--- src/rtl/turn_signal_pkg.sv ---
// Shared types and width helpers for the turn/hazard/brake lamp sequencer.
// No latency or backpressure: declarations only.
// Counter widths are derived from LAMPS and HOLD by the helpers below.
package turn_signal_pkg;

    typedef enum logic [2:0] {
        IDLE    = 3'd0,
        LEFT    = 3'd1,
        RIGHT   = 3'd2,
        HAZ_ON  = 3'd3,
        HAZ_OFF = 3'd4
    } state_t;

    // Step runs 0..lamps inclusive; the extra value is the dark gap.
    function automatic int step_w(input int lamps);
        return $clog2(lamps + 1);
    endfunction

    // A one-tick hold still needs a 1-bit counter so the port stays legal.
    function automatic int hold_w(input int hold);
        return (hold > 1) ? $clog2(hold) : 1;
    endfunction

    // Both hazard phases belong to one request class.
    function automatic state_t state_class(input state_t s);
        return (s == HAZ_OFF) ? HAZ_ON : s;
    endfunction

endpackage

--- src/rtl/tsig_pattern.sv ---
// Combinational lamp pattern for one bank: one-hot walk or thermometer fill.
// Latency: zero, purely combinational.
// Backpressure: none; the output follows step and fill directly.
module tsig_pattern
    import turn_signal_pkg::*;
#(
    parameter int LAMPS = 3,
    parameter int SW    = step_w(LAMPS)
) (
    input  logic [SW-1:0]    step,
    input  logic             fill,
    output logic [LAMPS-1:0] pat
);

    always_comb begin
        pat = '0;
        // step == LAMPS is the dark gap, so every lamp stays off there.
        if (step < SW'(LAMPS)) begin
            for (int i = 0; i < LAMPS; i++) begin
                pat[i] = fill ? (SW'(i) <= step) : (SW'(i) == step);
            end
        end
    end

endmodule

--- src/rtl/turn_signal_seq.sv ---
// Turn/hazard/brake lamp sequencer driving two banks of LAMPS lamps each.
// Latency: one clk_out edge from request sample to registered lamp output.
// Backpressure: none; level inputs are decoded on every edge.
module turn_signal_seq
    import turn_signal_pkg::*;
#(
    parameter int LAMPS = 3,
    parameter int HOLD  = 1
) (
    input  logic             clk_out,
    input  logic             rst,
    input  logic             left,
    input  logic             right,
    input  logic             hazard,
    input  logic             brake,
    input  logic             fill_mode,
    output logic [LAMPS-1:0] y_l,
    output logic [LAMPS-1:0] y_r
);

    localparam int SW = step_w(LAMPS);
    localparam int HW = hold_w(HOLD);

    state_t           state_q, state_d, req;
    logic [SW-1:0]    step_q, step_d;
    logic [HW-1:0]    hold_q, hold_d;
    logic             mode_q, mode_d;
    logic [LAMPS-1:0] y_l_d, y_r_d, pat, brk;

    tsig_pattern #(.LAMPS(LAMPS), .SW(SW)) u_pattern (
        .step (step_d),
        .fill (mode_d),
        .pat  (pat)
    );

    always_ff @(posedge clk_out or negedge rst) begin
        if (!rst) begin
            state_q <= IDLE;
            step_q  <= '0;
            hold_q  <= '0;
            mode_q  <= 1'b0;
            y_l     <= '0;
            y_r     <= '0;
        end else begin
            state_q <= state_d;
            step_q  <= step_d;
            hold_q  <= hold_d;
            mode_q  <= mode_d;
            y_l     <= y_l_d;
            y_r     <= y_r_d;
        end
    end

    always_comb begin
        req = IDLE;
        if (hazard || (left && right)) req = HAZ_ON;
        else if (left)                 req = LEFT;
        else if (right)                req = RIGHT;

        state_d = state_q;
        step_d  = step_q;
        hold_d  = hold_q;
        mode_d  = mode_q;

        if (state_class(state_q) != req) begin
            state_d = req;
            step_d  = '0;
            hold_d  = '0;
            mode_d  = fill_mode;
        end else if (state_q != IDLE) begin
            if (hold_q == HW'(HOLD - 1)) begin
                hold_d = '0;
                case (state_q)
                    HAZ_ON:  state_d = HAZ_OFF;
                    HAZ_OFF: state_d = HAZ_ON;
                    default: step_d  = (step_q == SW'(LAMPS)) ? '0 : step_q + 1'b1;
                endcase
            end else begin
                hold_d = hold_q + 1'b1;
            end
        end

        // Outputs come from the next-state values so they track this edge's decision.
        brk   = brake ? {LAMPS{1'b1}} : '0;
        y_l_d = '0;
        y_r_d = '0;
        case (state_d)
            IDLE: begin
                y_l_d = brk;
                y_r_d = brk;
            end
            LEFT: begin
                y_l_d = pat;
                y_r_d = brk;
            end
            RIGHT: begin
                y_l_d = brk;
                y_r_d = pat;
            end
            HAZ_ON: begin
                y_l_d = {LAMPS{1'b1}};
                y_r_d = {LAMPS{1'b1}};
            end
            default: begin
                y_l_d = '0;
                y_r_d = '0;
            end
        endcase
    end

endmodule

--- config.mk ---
export PLATFORM = sky130hd
export DESIGN_NAME = turn_signal_seq
export DESIGN_NICKNAME = d
export VERILOG_FILES = /design/src/rtl/turn_signal_pkg.sv /design/src/rtl/tsig_pattern.sv /design/src/rtl/turn_signal_seq.sv
export SDC_FILE = /design/constraint.sdc
export NUM_CORES = 1
export LEC_CHECK = 0
export CAP_MARGIN = 10
export CORE_MARGIN = 8
export CORE_UTILIZATION = 39
export DETAILED_ROUTE_END_ITERATION = 10
export PLACE_DENSITY = 0.73
export SYNTH_ARGS = -nofsm -noshare
export SYNTH_HDL_FRONTEND = slang
export SYNTH_SLANG_ARGS = --single-unit
--- constraint.sdc ---
create_clock -name clk_out -period 1.55 [get_ports clk_out]
set_clock_uncertainty 0.15 [all_clocks]
set_input_delay 0.2325 -clock clk_out [delete_from_list [all_inputs] [get_ports clk_out]]
set_output_delay 0.2325 -clock clk_out [all_outputs]
set_load 0.05 [all_outputs]
==> flow_results.xml, run 1 <==
<?xml version="1.0" encoding="UTF-8"?>
<metrics>
  <group name="placed_design">
    <metric name="detailed_place.area" unit="um2">982</metric>
    <metric name="buffer_ports.inserted" unit="">12</metric>
    <metric name="place_congestion" unit="">0.874</metric>
    <metric name="pre_cts_ws" unit="ns">-0.460</metric>
    <metric name="post-dp-hpwl" unit="mm">1.30</metric>
  </group>
  <group name="global_route">
    <metric name="grt_start_max_net_pins" unit="">8</metric>
    <metric name="globalRouteTotalUtil" unit="">0.116</metric>
    <metric name="grt_first_pass_wirelength" unit="mm">3.02</metric>
    <metric name="number_of_global_route_vias_before_repair" unit="">632</metric>
    <metric name="total_congestion_overflow" unit="">0</metric>
    <metric name="initial_antenna_violation_count" unit="">0</metric>
  </group>
  <group name="clock_network">
    <metric name="tritoncts.num_buffers" unit="">3</metric>
    <metric name="sinks_on_the_clock_net" unit="">12</metric>
    <metric name="cts_tree" unit="">done</metric>
    <metric name="cts.reportedPaths.clkPinSlew" unit="ns">0.08</metric>
    <metric name="largest_buffer_count_on_any_clock_path" unit="">2</metric>
    <metric name="root_buffer" unit="">sky130_fd_sc_hd__clkbuf_4</metric>
    <metric name="worstSkewPairLatency" unit="ns">0.28</metric>
    <metric name="clock_tree.htree_level_count" unit="">1</metric>
  </group>
  <group name="logic_synthesis">
    <metric name="yosys_most_used_dff" unit="">sky130_fd_sc_hd__dfrtp_1</metric>
    <metric name="share_of_synthesized_flip_flops_with_an_asynchronous_set_or_reset" unit="">1.00</metric>
    <metric name="yosys.area.top_type" unit="">sky130_fd_sc_hd__dfrtp_1</metric>
    <metric name="number_of_register_bits_inferred_by_synthesis" unit="">12</metric>
    <metric name="syn-instance-count" unit="">62</metric>
    <metric name="ys_warn_count" unit="">0</metric>
    <metric name="synthDistinctLibCells" unit="">27</metric>
    <metric name="synth.yosys.seq_area_share" unit="">0.463</metric>
    <metric name="synth.net_count" unit="">70</metric>
    <metric name="syn_area" unit="um2">648</metric>
    <metric name="synth_enable_flop_cells" unit="">0</metric>
    <metric name="yosysTopAreaCellShare" unit="">0.463</metric>
    <metric name="synth.area.top_cells" unit="">sky130_fd_sc_hd__dfrtp_1, sky130_fd_sc_hd__nor2_1, sky130_fd_sc_hd__a21oi_1</metric>
    <metric name="syn-mean-instance-area" unit="um2">10.5</metric>
  </group>
  <group name="power">
    <metric name="leakagePower" unit="nW">0.502</metric>
    <metric name="power-per-cell-area" unit="mW/mm2">1390</metric>
    <metric name="irDropWorstVdd" unit="uV">912</metric>
  </group>
  <group name="timing">
    <metric name="achievable-frequency" unit="MHz">549</metric>
    <metric name="rsz0062_at_grt" unit="">yes</metric>
    <metric name="final.min_clock_period" unit="ns">1.82</metric>
    <metric name="timing_max_transition_violations_final" unit="">0</metric>
    <metric name="slew_headroom" unit="">0.612</metric>
    <metric name="finalSetupViolations" unit="">9</metric>
    <metric name="final.setup.worst_slack" unit="ns">-0.272</metric>
    <metric name="tightestPinTransition" unit="ns">0.580</metric>
    <metric name="finalHoldViolCount" unit="">0</metric>
    <metric name="final.period_utilization" unit="">1.18</metric>
  </group>
  <group name="floorplan">
    <metric name="chipWidth" unit="um">56.8</metric>
    <metric name="core_region_area" unit="mm2">0.00154</metric>
    <metric name="design.die.area" unit="mm2">0.00322</metric>
    <metric name="io-pin-count" unit="">13</metric>
    <metric name="die_y" unit="um">56.8</metric>
    <metric name="initial_core_util" unit="">0.420</metric>
    <metric name="row_count" unit="">14</metric>
  </group>
  <group name="worst_setup_path">
    <metric name="timing.critical_path.slowest_stage_cell" unit="">sky130_fd_sc_hd__dfrtp_2</metric>
    <metric name="regToRegSetupSlack" unit="ns">-0.27</metric>
    <metric name="cp.buffers_inverters" unit="">0</metric>
    <metric name="critPathLaunchType" unit="">register</metric>
    <metric name="critPathMaxFanout" unit="">6</metric>
    <metric name="timing.rr.end" unit="">y_l[1]</metric>
    <metric name="regToRegStartpoint" unit="">state_q[1]</metric>
    <metric name="path_class" unit="">register to register</metric>
    <metric name="number_of_cell_instances_on_the_worst_register_to_register_path" unit="">5</metric>
    <metric name="crit_chain" unit="">and3b_4 -&gt; nor2_4 -&gt; mux2i_4 -&gt; nand3_2 -&gt; a211oi_2</metric>
    <metric name="arrival" unit="ns">1.86</metric>
    <metric name="timing.critical_path.max_delay_family" unit="">simple AND/OR/NAND/NOR gates</metric>
    <metric name="critical_path.max_stage_delay" unit="ns">0.45</metric>
    <metric name="crit_path_end_kind" unit="">register</metric>
    <metric name="worst-endpoint-required" unit="ns">1.59</metric>
  </group>
  <group name="drt">
    <metric name="drt-pass1-iter-count" unit="">4</metric>
    <metric name="vias_per_cell" unit="">5.59</metric>
    <metric name="drc" unit="">0</metric>
    <metric name="wire_per_inst" unit="um">16.9</metric>
    <metric name="route.vias.total" unit="">637</metric>
    <metric name="drtAntennaViolNets" unit="">0</metric>
    <metric name="initialDrtViolationCount" unit="">22</metric>
    <metric name="total_wire_length_after_detailed_routing" unit="mm">1.93</metric>
  </group>
  <group name="cells_and_area">
    <metric name="final_net_count" unit="">108</metric>
    <metric name="synthToLayoutAreaGrowth" unit="%">68.7</metric>
    <metric name="antennaDiodeCount" unit="">0</metric>
    <metric name="design_area" unit="mm2">0.00109</metric>
    <metric name="fillers" unit="">107</metric>
    <metric name="drive_gt1_frac" unit="">0.469</metric>
  </group>
  <group name="min_path">
    <metric name="holdCritPathClass" unit="">input pin to async pin</metric>
  </group>
  <group name="outcome">
    <metric name="violations_in_the_final_reports" unit="">setup timing</metric>
    <metric name="run_status" unit="">finished with violations</metric>
  </group>
  <group name="flow_run">
    <metric name="maximum_capacitance_violations" unit="">0</metric>
  </group>
</metrics>
==> state kept, by name (all words and copies together) (netlist names) <==
name	count
y_l	3
y_r	3
step_q	2
mode_q	1
state_q	3
==> cell type report <==
| type | instances | area, um2 | area share |
|---|---|---|---|
| timing repair buffer | 34 | 363 | 0.332 |
| tap | 16 | 20.0 | 0.0183 |
| clock buffer | 3 | 22.5 | 0.0206 |
| multi-input combinational | 48 | 383 | 0.350 |
| inverter | 1 | 3.75 | 0.00343 |
| sequential | 12 | 302 | 0.276 |
==> how the worst max path moves through the flow <==
stage	start	to	cells after the start
finish	state_q[1]	y_l[1]	5
floorplan	state_q[1]	mode_q	4
detailed placement	right	mode_q	6
CTS	state_q[1]	y_l[1]	5
global placement	right	mode_q	6
global route	state_q[1]	y_r[1]	6
==> logic make-up after synthesis <==
logic type	synth area share
and+or+nand+nor	0.181
AOI/OAI and AO/OA	0.218
DFF	0.463
muxes	0.0907
buffers and inverters	0.0135
xor gates and xnor gates	0.0135
adders and majority gates	0.0193
==> routing by layer <==
layer	vias up	wire (um)	global-route usage
met1	310	838	0.135
met3	2	122	0.0449
met5	-	0	0
met2	22	952	0.187
met4	0	19	0.0403
li1	303	-	-
==> cell usage after synthesis, drive strengths merged, types with 2 or more instances <==
library cell / number
o21ai: 2
nor2: 15
a21oi: 5
o32ai: 2
nand2: 3
mux2: 2
o31ai: 2
mux2i: 2
a31oi: 2
dfrtp: 12
o21a: 3
nand3: 2
==> power breakdown <==
| group | leakage (nW) | switching, mW | internal, mW |
|---|---|---|---|
| combinational | 0.348 | 0.421 | 0.465 |
| clock | 0.0138 | 0.104 | 0.0901 |
| sequential | 0.140 | 0.0597 | 0.380 |
==> per-stage QoR <==
stage                     hold WS [ns]  utilization  setup TNS (ns)  cells  total power, mW
after global routing            0.0528        0.709           -2.51    114             1.60
after detailed placement         0.347        0.637           -3.28    107             1.19
after floorplan                 -0.213            -          -0.430     62            0.831
after CTS                       0.0410        0.687           -1.71    114             1.47
after global placement           0.340        0.637           -2.92    107             1.17
final                           0.0477        0.709           -1.95    114             1.52
==> timing repair <==
action / 4_1_cts / 5_1_grt
buffers inserted: 4 / 1
endpoints found under the setup margin: 9 / 9
gates resized for setup: 5 / 8
pin swaps: 4 / 2
hold buffers: 0 / 0
==> cells in the final DEF (no fill, tap or decap), drive strengths merged, types with 2 or more instances in the layout <==
cell,n
o32ai,2
mux2,2
dfrtp,12
o31ai,2
a21oi,5
mux2i,2
clkbuf,3
nor2,15
o21ai,2
nand2,3
o21a,3
buf,28
nand3,2
a31oi,2
clkdlybuf4s50,5
Power figures use the tool's default switching activity.
==> inputs of run 2 (changes only) <==
--- a/config.mk
+++ b/config.mk
@@ -9,6 +9,7 @@
 export CORE_MARGIN = 8
 export CORE_UTILIZATION = 39
 export DETAILED_ROUTE_END_ITERATION = 10
+export GPL_TIMING_DRIVEN = 0
 export PLACE_DENSITY = 0.73
 export SYNTH_ARGS = -nofsm -noshare
 export SYNTH_HDL_FRONTEND = slang
==> flow_results.xml, run 2 (synthesized netlist as in run 1, its figures left out) <==
<?xml version="1.0" encoding="UTF-8"?>
<metrics>
  <group name="timing">
    <metric name="rsz0062_at_grt" unit="">yes</metric>
    <metric name="final.min_clock_period" unit="ns">1.83</metric>
    <metric name="fin_tns_setup" unit="ns">-1.77</metric>
    <metric name="hold-worst-slack" unit="ns">0.128</metric>
    <metric name="achievable-frequency" unit="MHz">547</metric>
    <metric name="final.setup.worst_slack" unit="ns">-0.277</metric>
    <metric name="timing_max_transition_violations_final" unit="">0</metric>
    <metric name="final.period_utilization" unit="">1.18</metric>
    <metric name="finalHoldViolCount" unit="">0</metric>
    <metric name="tightestPinTransition" unit="ns">0.744</metric>
    <metric name="finalSetupViolations" unit="">9</metric>
    <metric name="slew_headroom" unit="">0.503</metric>
  </group>
  <group name="drt">
    <metric name="drc" unit="">0</metric>
    <metric name="drtAntennaViolNets" unit="">0</metric>
    <metric name="initialDrtViolationCount" unit="">21</metric>
    <metric name="vias_per_cell" unit="">5.76</metric>
    <metric name="drt-pass1-iter-count" unit="">4</metric>
    <metric name="route.vias.total" unit="">570</metric>
    <metric name="wire_per_inst" unit="um">15.4</metric>
    <metric name="total_wire_length_after_detailed_routing" unit="mm">1.53</metric>
  </group>
  <group name="global_route">
    <metric name="initial_antenna_violation_count" unit="">0</metric>
    <metric name="grt_first_pass_wirelength" unit="mm">2.45</metric>
    <metric name="grt_util_met1" unit="">0.101</metric>
    <metric name="groute.layer.met3.usage" unit="">0.0427</metric>
    <metric name="globalRouteMet2Util" unit="">0.132</metric>
    <metric name="total_congestion_overflow" unit="">0</metric>
    <metric name="gr-max-usage-layer" unit="">met2</metric>
    <metric name="globalRouteTotalUtil" unit="">0.0923</metric>
    <metric name="grt_start_max_net_pins" unit="">13</metric>
    <metric name="number_of_global_route_vias_before_repair" unit="">589</metric>
  </group>
  <group name="floorplan">
    <metric name="chipWidth" unit="um">56.8</metric>
    <metric name="io-pin-count" unit="">13</metric>
    <metric name="design.die.area" unit="mm2">0.00322</metric>
    <metric name="row_count" unit="">14</metric>
    <metric name="core_region_area" unit="mm2">0.00154</metric>
    <metric name="die_y" unit="um">56.8</metric>
    <metric name="initial_core_util" unit="">0.420</metric>
  </group>
  <group name="worst_setup_path">
    <metric name="regToRegStartpoint" unit="">state_q[0]</metric>
    <metric name="timing.rr.end" unit="">y_l[1]</metric>
    <metric name="crit_chain" unit="">and3b_4 -&gt; nor2_4 -&gt; mux2_4 -&gt; o21ba_1 -&gt; a211oi_2</metric>
    <metric name="timing.critical_path.slowest_stage_cell" unit="">sky130_fd_sc_hd__dfrtp_1</metric>
    <metric name="critPathMaxFanout" unit="">4</metric>
    <metric name="critical_path.max_stage_delay" unit="ns">0.42</metric>
    <metric name="path_class" unit="">register to register</metric>
    <metric name="regToRegSetupSlack" unit="ns">-0.28</metric>
    <metric name="cp-startpoint" unit="">state_q[0]</metric>
    <metric name="crit_path_end" unit="">y_l[1]</metric>
    <metric name="number_of_cell_instances_on_the_worst_register_to_register_path" unit="">5</metric>
    <metric name="critPathLaunchType" unit="">register</metric>
    <metric name="arrival" unit="ns">1.86</metric>
    <metric name="worst-endpoint-required" unit="ns">1.58</metric>
    <metric name="crit_path_end_kind" unit="">register</metric>
  </group>
  <group name="clock_network">
    <metric name="cts.hold.buffers_added" unit="">0</metric>
    <metric name="worstSkewPairLatency" unit="ns">0.27</metric>
    <metric name="root_buffer" unit="">sky130_fd_sc_hd__clkbuf_4</metric>
    <metric name="clock_tree.htree_level_count" unit="">1</metric>
    <metric name="cts_tree" unit="">done</metric>
    <metric name="largest_buffer_count_on_any_clock_path" unit="">2</metric>
    <metric name="sinks_on_the_clock_net" unit="">12</metric>
    <metric name="cts.reportedPaths.clkPinSlew" unit="ns">0.07</metric>
    <metric name="tritoncts.num_buffers" unit="">3</metric>
  </group>
  <group name="cells_and_area">
    <metric name="synthToLayoutAreaGrowth" unit="%">38.6</metric>
    <metric name="finalNonFillerCells" unit="">99</metric>
    <metric name="drive_gt1_frac" unit="">0.349</metric>
    <metric name="final_net_count" unit="">93</metric>
    <metric name="layout_commonest_cell" unit="">sky130_fd_sc_hd__nor2_1</metric>
    <metric name="top_regs" unit="">state_q (3), y_l (3), y_r (3)</metric>
    <metric name="most-common-layout-cells" unit="">sky130_fd_sc_hd__nor2_1, sky130_fd_sc_hd__dfrtp_1, sky130_fd_sc_hd__dlygate4sd2_1, sky130_fd_sc_hd__buf_4</metric>
    <metric name="antennaDiodeCount" unit="">0</metric>
  </group>
  <group name="flow_run">
    <metric name="maximum_capacitance_violations" unit="">0</metric>
  </group>
  <group name="min_path">
    <metric name="holdCritPathClass" unit="">input pin to register</metric>
    <metric name="hp-start" unit="">left</metric>
    <metric name="timing.hold.worst_path_depth" unit="">2</metric>
  </group>
  <group name="placed_design">
    <metric name="place_congestion" unit="">0.835</metric>
    <metric name="dp.cells" unit="">89</metric>
    <metric name="buffer_ports.inserted" unit="">11</metric>
    <metric name="post-dp-hpwl" unit="um">992</metric>
  </group>
  <group name="power">
    <metric name="totalPowerFinal" unit="mW">1.28</metric>
    <metric name="leakagePower" unit="nW">0.376</metric>
    <metric name="power-per-cell-area" unit="mW/mm2">1430</metric>
    <metric name="irDropWorstVdd" unit="uV">656</metric>
  </group>
  <group name="outcome">
    <metric name="run_status" unit="">finished with violations</metric>
    <metric name="violations_in_the_final_reports" unit="">setup timing</metric>
  </group>
</metrics>
==> run 2: cell types whose count changed in the layout (fill, tap and decap cells not counted), moves of 2 or more <==
cell                            change
sky130_fd_sc_hd__buf_4             -12
sky130_fd_sc_hd__nor2_2             +2
sky130_fd_sc_hd__buf_6              -3
sky130_fd_sc_hd__buf_12             -6
sky130_fd_sc_hd__nor2_1             -2
sky130_fd_sc_hd__dlygate4sd2_1      +7
==> run 2: routing by layer <==
| layer | vias to the layer above | routed length, um |
|---|---|---|
| met4 | 0 | 45 |
| met5 | - | 0 |
| met2 | 18 | 749 |
| met3 | 8 | 102 |
| met1 | 274 | 631 |
| li1 | 270 | - |
==> run 2: worst min path at each step <==
stage	slack, ns	end
2_1_floorplan	-0.21	mode_q
3_3_place_gp	0.38	mode_q
3_5_place_dp	0.39	y_l[2]
4_1_cts	0.11	y_l[2]
5_1_grt	0.15	y_l[2]
6_report	0.13	y_l[2]
==> run 2: repair_timing <==
action                     CTS  global route
pin swaps                    7             6
setup buffers                3             5
setup endpoints to repair   15             9
gates resized for setup     12             7
==> run 2: stage by stage <==
stage               setup slack [ns]   util  area [um2]
floorplan                     -0.129      -         652
global placement              -0.631  0.507         782
detailed placement            -0.655  0.507         782
CTS                           -0.243  0.549         846
global route                  -0.346  0.583         898
finish                        -0.277  0.583         898
==> run 2: cell type report <==
type                    instances  area [um2]
repair buffers                 18         158
inverters                       1        3.75
fillers                       134         643
flip-flops and latches         12         302
clock buffers                   3        22.5
plain buffers                   1        5.00
well taps                      16        20.0
multi-input cells              48         388
==> run 2: worst max-delay path: cells and delay by family (launching register included) <==
kind / cells / cell delay (ns)
and+or+nand+nor: 2 / 0.43
DFF: 1 / 0.42
AOI/OAI and AO/OA: 2 / 0.39
muxes: 1 / 0.35
==> run 2: where the power goes <==
part / total (mW) / switching [mW] / internal (mW)
Sequential: 0.418 / 0.0390 / 0.379
Combinational: 0.678 / 0.396 / 0.282
Clock: 0.189 / 0.0989 / 0.0899
==> inputs of run 3 (changes only) <==
--- a/config.mk
+++ b/config.mk
@@ -5,12 +5,13 @@
 export SDC_FILE = /design/constraint.sdc
 export NUM_CORES = 1
 export LEC_CHECK = 0
-export CAP_MARGIN = 10
+export ABC_AREA = 1
+export CAP_MARGIN = 20
 export CORE_MARGIN = 8
 export CORE_UTILIZATION = 39
 export DETAILED_ROUTE_END_ITERATION = 10
 export GPL_TIMING_DRIVEN = 0
-export PLACE_DENSITY = 0.73
+export PLACE_DENSITY = 0.72
 export SYNTH_ARGS = -nofsm -noshare
 export SYNTH_HDL_FRONTEND = slang
 export SYNTH_SLANG_ARGS = --single-unit
==> flow_results.xml, run 3 <==
<?xml version="1.0" encoding="UTF-8"?>
<metrics>
  <group name="logic_synthesis">
    <metric name="share_of_synthesized_flip_flops_with_an_asynchronous_set_or_reset" unit="">1.00</metric>
    <metric name="ys_warn_count" unit="">0</metric>
    <metric name="synth.yosys.seq_area_share" unit="">0.416</metric>
    <metric name="synthDistinctLibCells" unit="">24</metric>
    <metric name="number_of_register_bits_inferred_by_synthesis" unit="">12</metric>
    <metric name="synth.net_count" unit="">98</metric>
    <metric name="synth.top_cells.by_count" unit="">sky130_fd_sc_hd__nand2_1, sky130_fd_sc_hd__dfrtp_1, sky130_fd_sc_hd__inv_1</metric>
    <metric name="synth.area.top_cells" unit="">sky130_fd_sc_hd__dfrtp_1, sky130_fd_sc_hd__nand2_1, sky130_fd_sc_hd__inv_1</metric>
    <metric name="syn-mean-instance-area" unit="um2">8.02</metric>
    <metric name="syn_area" unit="um2">722</metric>
    <metric name="synth_enable_flop_cells" unit="">0</metric>
    <metric name="synth.most_common_cell" unit="">sky130_fd_sc_hd__nand2_1</metric>
    <metric name="yosys.area.top_type" unit="">sky130_fd_sc_hd__dfrtp_1</metric>
    <metric name="syn-instance-count" unit="">90</metric>
    <metric name="yosys_most_used_dff" unit="">sky130_fd_sc_hd__dfrtp_1</metric>
    <metric name="yosysTopAreaCellShare" unit="">0.416</metric>
  </group>
  <group name="cells_and_area">
    <metric name="antennaDiodeCount" unit="">0</metric>
    <metric name="most-common-layout-cells" unit="">sky130_fd_sc_hd__nand2_1, sky130_fd_sc_hd__dfrtp_1, sky130_fd_sc_hd__inv_1, sky130_fd_sc_hd__buf_4</metric>
    <metric name="final_net_count" unit="">124</metric>
    <metric name="fillers" unit="">172</metric>
    <metric name="top_regs" unit="">state_q (3), y_l (3), y_r (3)</metric>
    <metric name="multiInputGateArea" unit="um2">399</metric>
    <metric name="drive_gt1_frac" unit="">0.409</metric>
    <metric name="layout_commonest_cell" unit="">sky130_fd_sc_hd__nand2_1</metric>
    <metric name="synthToLayoutAreaGrowth" unit="%">40.6</metric>
    <metric name="sequential_cell_area" unit="um2">303</metric>
    <metric name="fin_util" unit="">0.588</metric>
  </group>
  <group name="worst_setup_path">
    <metric name="cp-startpoint" unit="">step_q[1]</metric>
    <metric name="critical_path_cell_count" unit="">8</metric>
    <metric name="worst-endpoint-required" unit="ns">1.57</metric>
    <metric name="crit_path_end_kind" unit="">register</metric>
    <metric name="arrival" unit="ns">1.67</metric>
    <metric name="critPathLaunchType" unit="">register</metric>
    <metric name="number_of_cell_instances_on_the_worst_register_to_register_path" unit="">8</metric>
    <metric name="crit_path_end" unit="">y_l[0]</metric>
    <metric name="regToRegSetupSlack" unit="ns">-0.1</metric>
    <metric name="path_class" unit="">register to register</metric>
    <metric name="timing.critical_path.max_delay_family" unit="">simple AND/OR/NAND/NOR gates</metric>
    <metric name="critPathMaxFanout" unit="">3</metric>
    <metric name="cp.buffers_inverters" unit="">1</metric>
    <metric name="crit_chain" unit="">ha_2 -&gt; or2_4 -&gt; o21ai_4 -&gt; inv_2 -&gt; a21oi_4 -&gt; nand2_2 -&gt; nand3_2 -&gt; nand2_1</metric>
    <metric name="critical_path.max_stage_delay" unit="ns">0.40</metric>
    <metric name="timing.rr.end" unit="">y_l[0]</metric>
    <metric name="timing.critical_path.slowest_stage_cell" unit="">sky130_fd_sc_hd__dfrtp_1</metric>
    <metric name="regToRegStartpoint" unit="">step_q[1]</metric>
  </group>
  <group name="timing">
    <metric name="tightestPinTransition" unit="ns">0.511</metric>
    <metric name="final.min_clock_period" unit="ns">1.65</metric>
    <metric name="slew_headroom" unit="">0.658</metric>
    <metric name="rsz0062_at_grt" unit="">yes</metric>
    <metric name="finalSetupViolations" unit="">4</metric>
    <metric name="finalHoldViolCount" unit="">0</metric>
    <metric name="final.setup.worst_slack" unit="ns">-0.0976</metric>
    <metric name="timing_max_transition_violations_final" unit="">0</metric>
    <metric name="achievable-frequency" unit="MHz">607</metric>
    <metric name="final.period_utilization" unit="">1.06</metric>
  </group>
  <group name="drt">
    <metric name="route.vias.total" unit="">656</metric>
    <metric name="drc" unit="">0</metric>
    <metric name="wire_per_inst" unit="um">12.0</metric>
    <metric name="initialDrtViolationCount" unit="">7</metric>
    <metric name="drt-pass1-iter-count" unit="">4</metric>
    <metric name="total_wire_length_after_detailed_routing" unit="mm">1.67</metric>
    <metric name="drtAntennaViolNets" unit="">0</metric>
    <metric name="vias_per_cell" unit="">4.69</metric>
  </group>
  <group name="global_route">
    <metric name="grt_start_max_net_pins" unit="">13</metric>
    <metric name="grt_first_pass_wirelength" unit="mm">2.79</metric>
    <metric name="initial_antenna_violation_count" unit="">0</metric>
    <metric name="total_congestion_overflow" unit="">0</metric>
    <metric name="globalRouteTotalUtil" unit="">0.105</metric>
    <metric name="number_of_global_route_vias_before_repair" unit="">659</metric>
  </group>
  <group name="power">
    <metric name="irDropWorstVdd" unit="uV">639</metric>
    <metric name="leakagePower" unit="nW">0.503</metric>
    <metric name="power-per-cell-area" unit="mW/mm2">1310</metric>
  </group>
  <group name="floorplan">
    <metric name="initial_core_util" unit="">0.418</metric>
    <metric name="chipWidth" unit="um">59.0</metric>
    <metric name="row_count" unit="">15</metric>
    <metric name="design.die.area" unit="mm2">0.00348</metric>
    <metric name="io-pin-count" unit="">13</metric>
    <metric name="die_y" unit="um">59.0</metric>
    <metric name="core_region_area" unit="mm2">0.00173</metric>
  </group>
  <group name="outcome">
    <metric name="run_status" unit="">finished with violations</metric>
    <metric name="violations_in_the_final_reports" unit="">setup timing</metric>
  </group>
  <group name="placed_design">
    <metric name="place_congestion" unit="">0.783</metric>
    <metric name="buffer_ports.inserted" unit="">12</metric>
    <metric name="post-dp-hpwl" unit="mm">1.21</metric>
    <metric name="pre_cts_ws" unit="ns">-0.483</metric>
  </group>
  <group name="clock_network">
    <metric name="clock_tree.htree_level_count" unit="">1</metric>
    <metric name="sinks_on_the_clock_net" unit="">12</metric>
    <metric name="cts_tree" unit="">done</metric>
    <metric name="largest_buffer_count_on_any_clock_path" unit="">2</metric>
    <metric name="cts.reportedPaths.clkPinSlew" unit="ns">0.07</metric>
    <metric name="root_buffer" unit="">sky130_fd_sc_hd__clkbuf_4</metric>
    <metric name="worstSkewPairLatency" unit="ns">0.27</metric>
    <metric name="cts.hold.buffers_added" unit="">0</metric>
    <metric name="tritoncts.num_buffers" unit="">3</metric>
  </group>
  <group name="min_path">
    <metric name="holdCritPathClass" unit="">input pin to async pin</metric>
  </group>
  <group name="flow_run">
    <metric name="maximum_capacitance_violations" unit="">0</metric>
  </group>
</metrics>
==> run 3: cell count changes after synthesis, moves of 2 or more <==
cell and delta:
sky130_fd_sc_hd__o31ai_1 -2, sky130_fd_sc_hd__nor2_1 -10, sky130_fd_sc_hd__inv_1 +9, sky130_fd_sc_hd__nor2_2 +2
sky130_fd_sc_hd__a31oi_1 -2, sky130_fd_sc_hd__inv_2 +7, sky130_fd_sc_hd__nand2_2 +6, sky130_fd_sc_hd__o21a_1 -3
sky130_fd_sc_hd__nand3_1 +5, sky130_fd_sc_hd__o21ai_0 +2, sky130_fd_sc_hd__nand2_1 +20, sky130_fd_sc_hd__a21oi_1 -3
==> run 3: timing repair <==
| action | 4_1_cts | 5_1_grt |
|---|---|---|
| gates resized for setup | 14 | 7 |
| setup buffers | 6 | 3 |
| endpoints found under the setup margin | 12 | 6 |
| pin swaps | 6 | 7 |
==> run 3: layout make-up <==
type | instances | share of cell area
timing repair buffer | 21 | 0.175
tap | 25 | 0.0308
sequential | 12 | 0.298
inverter | 18 | 0.0666
multi-input combinational | 60 | 0.393
clock buffer | 4 | 0.0358
==> run 3: worst min path at each step <==
stage | from | endpoint | slack [ns] | depth (start not counted)
2_1_floorplan | rst | mode_q | -0.21 | 0
6_report | rst | step_q[0] | 0.14 | 1
5_1_grt | rst | state_q[2] | 0.19 | 1
3_3_place_gp | mode_q | mode_q | 0.44 | 4
4_1_cts | rst | step_q[0] | 0.16 | 1
3_5_place_dp | rst | step_q[0] | 0.46 | 1
==> run 3: where the power goes <==
part           internal, mW  total (mW)  switching [mW]
Sequential            0.380       0.417          0.0370
Combinational         0.232       0.663           0.430
Clock                 0.143       0.246           0.103
==> run 3: cell families after synthesis <==
group / share of synthesized area
AO/OA/AOI/OAI: 0.144
AND/OR/NAND/NOR: 0.329
flip-flops: 0.416
adder cells (fa/ha/maj): 0.0173
buffers and inverters: 0.0936
==> run 3: routing by layer <==
layer,global-route usage,share of wire,vias up
li1,-,-,333
met1,0.106,0.40,306
met2,0.185,0.54,12
met3,0.0434,0.051,5
met4,0.0410,0.013,0
met5,0,0,-
==> run 3: stage by stage <==
stage | cell area (um2) | cells | power [mW] | TNS [ns] | hold slack, ns
after floorplan | 727 | 90 | 0.856 | -0.0855 | -0.213
after global placement | 878 | 127 | 0.994 | -2.76 | 0.439
after detailed placement | 878 | 127 | 1.01 | -3.35 | 0.455
after CTS | 967 | 137 | 1.29 | -0.352 | 0.160
after global routing | 1010 | 140 | 1.41 | -0.793 | 0.185
final | 1010 | 140 | 1.33 | -0.357 | 0.144
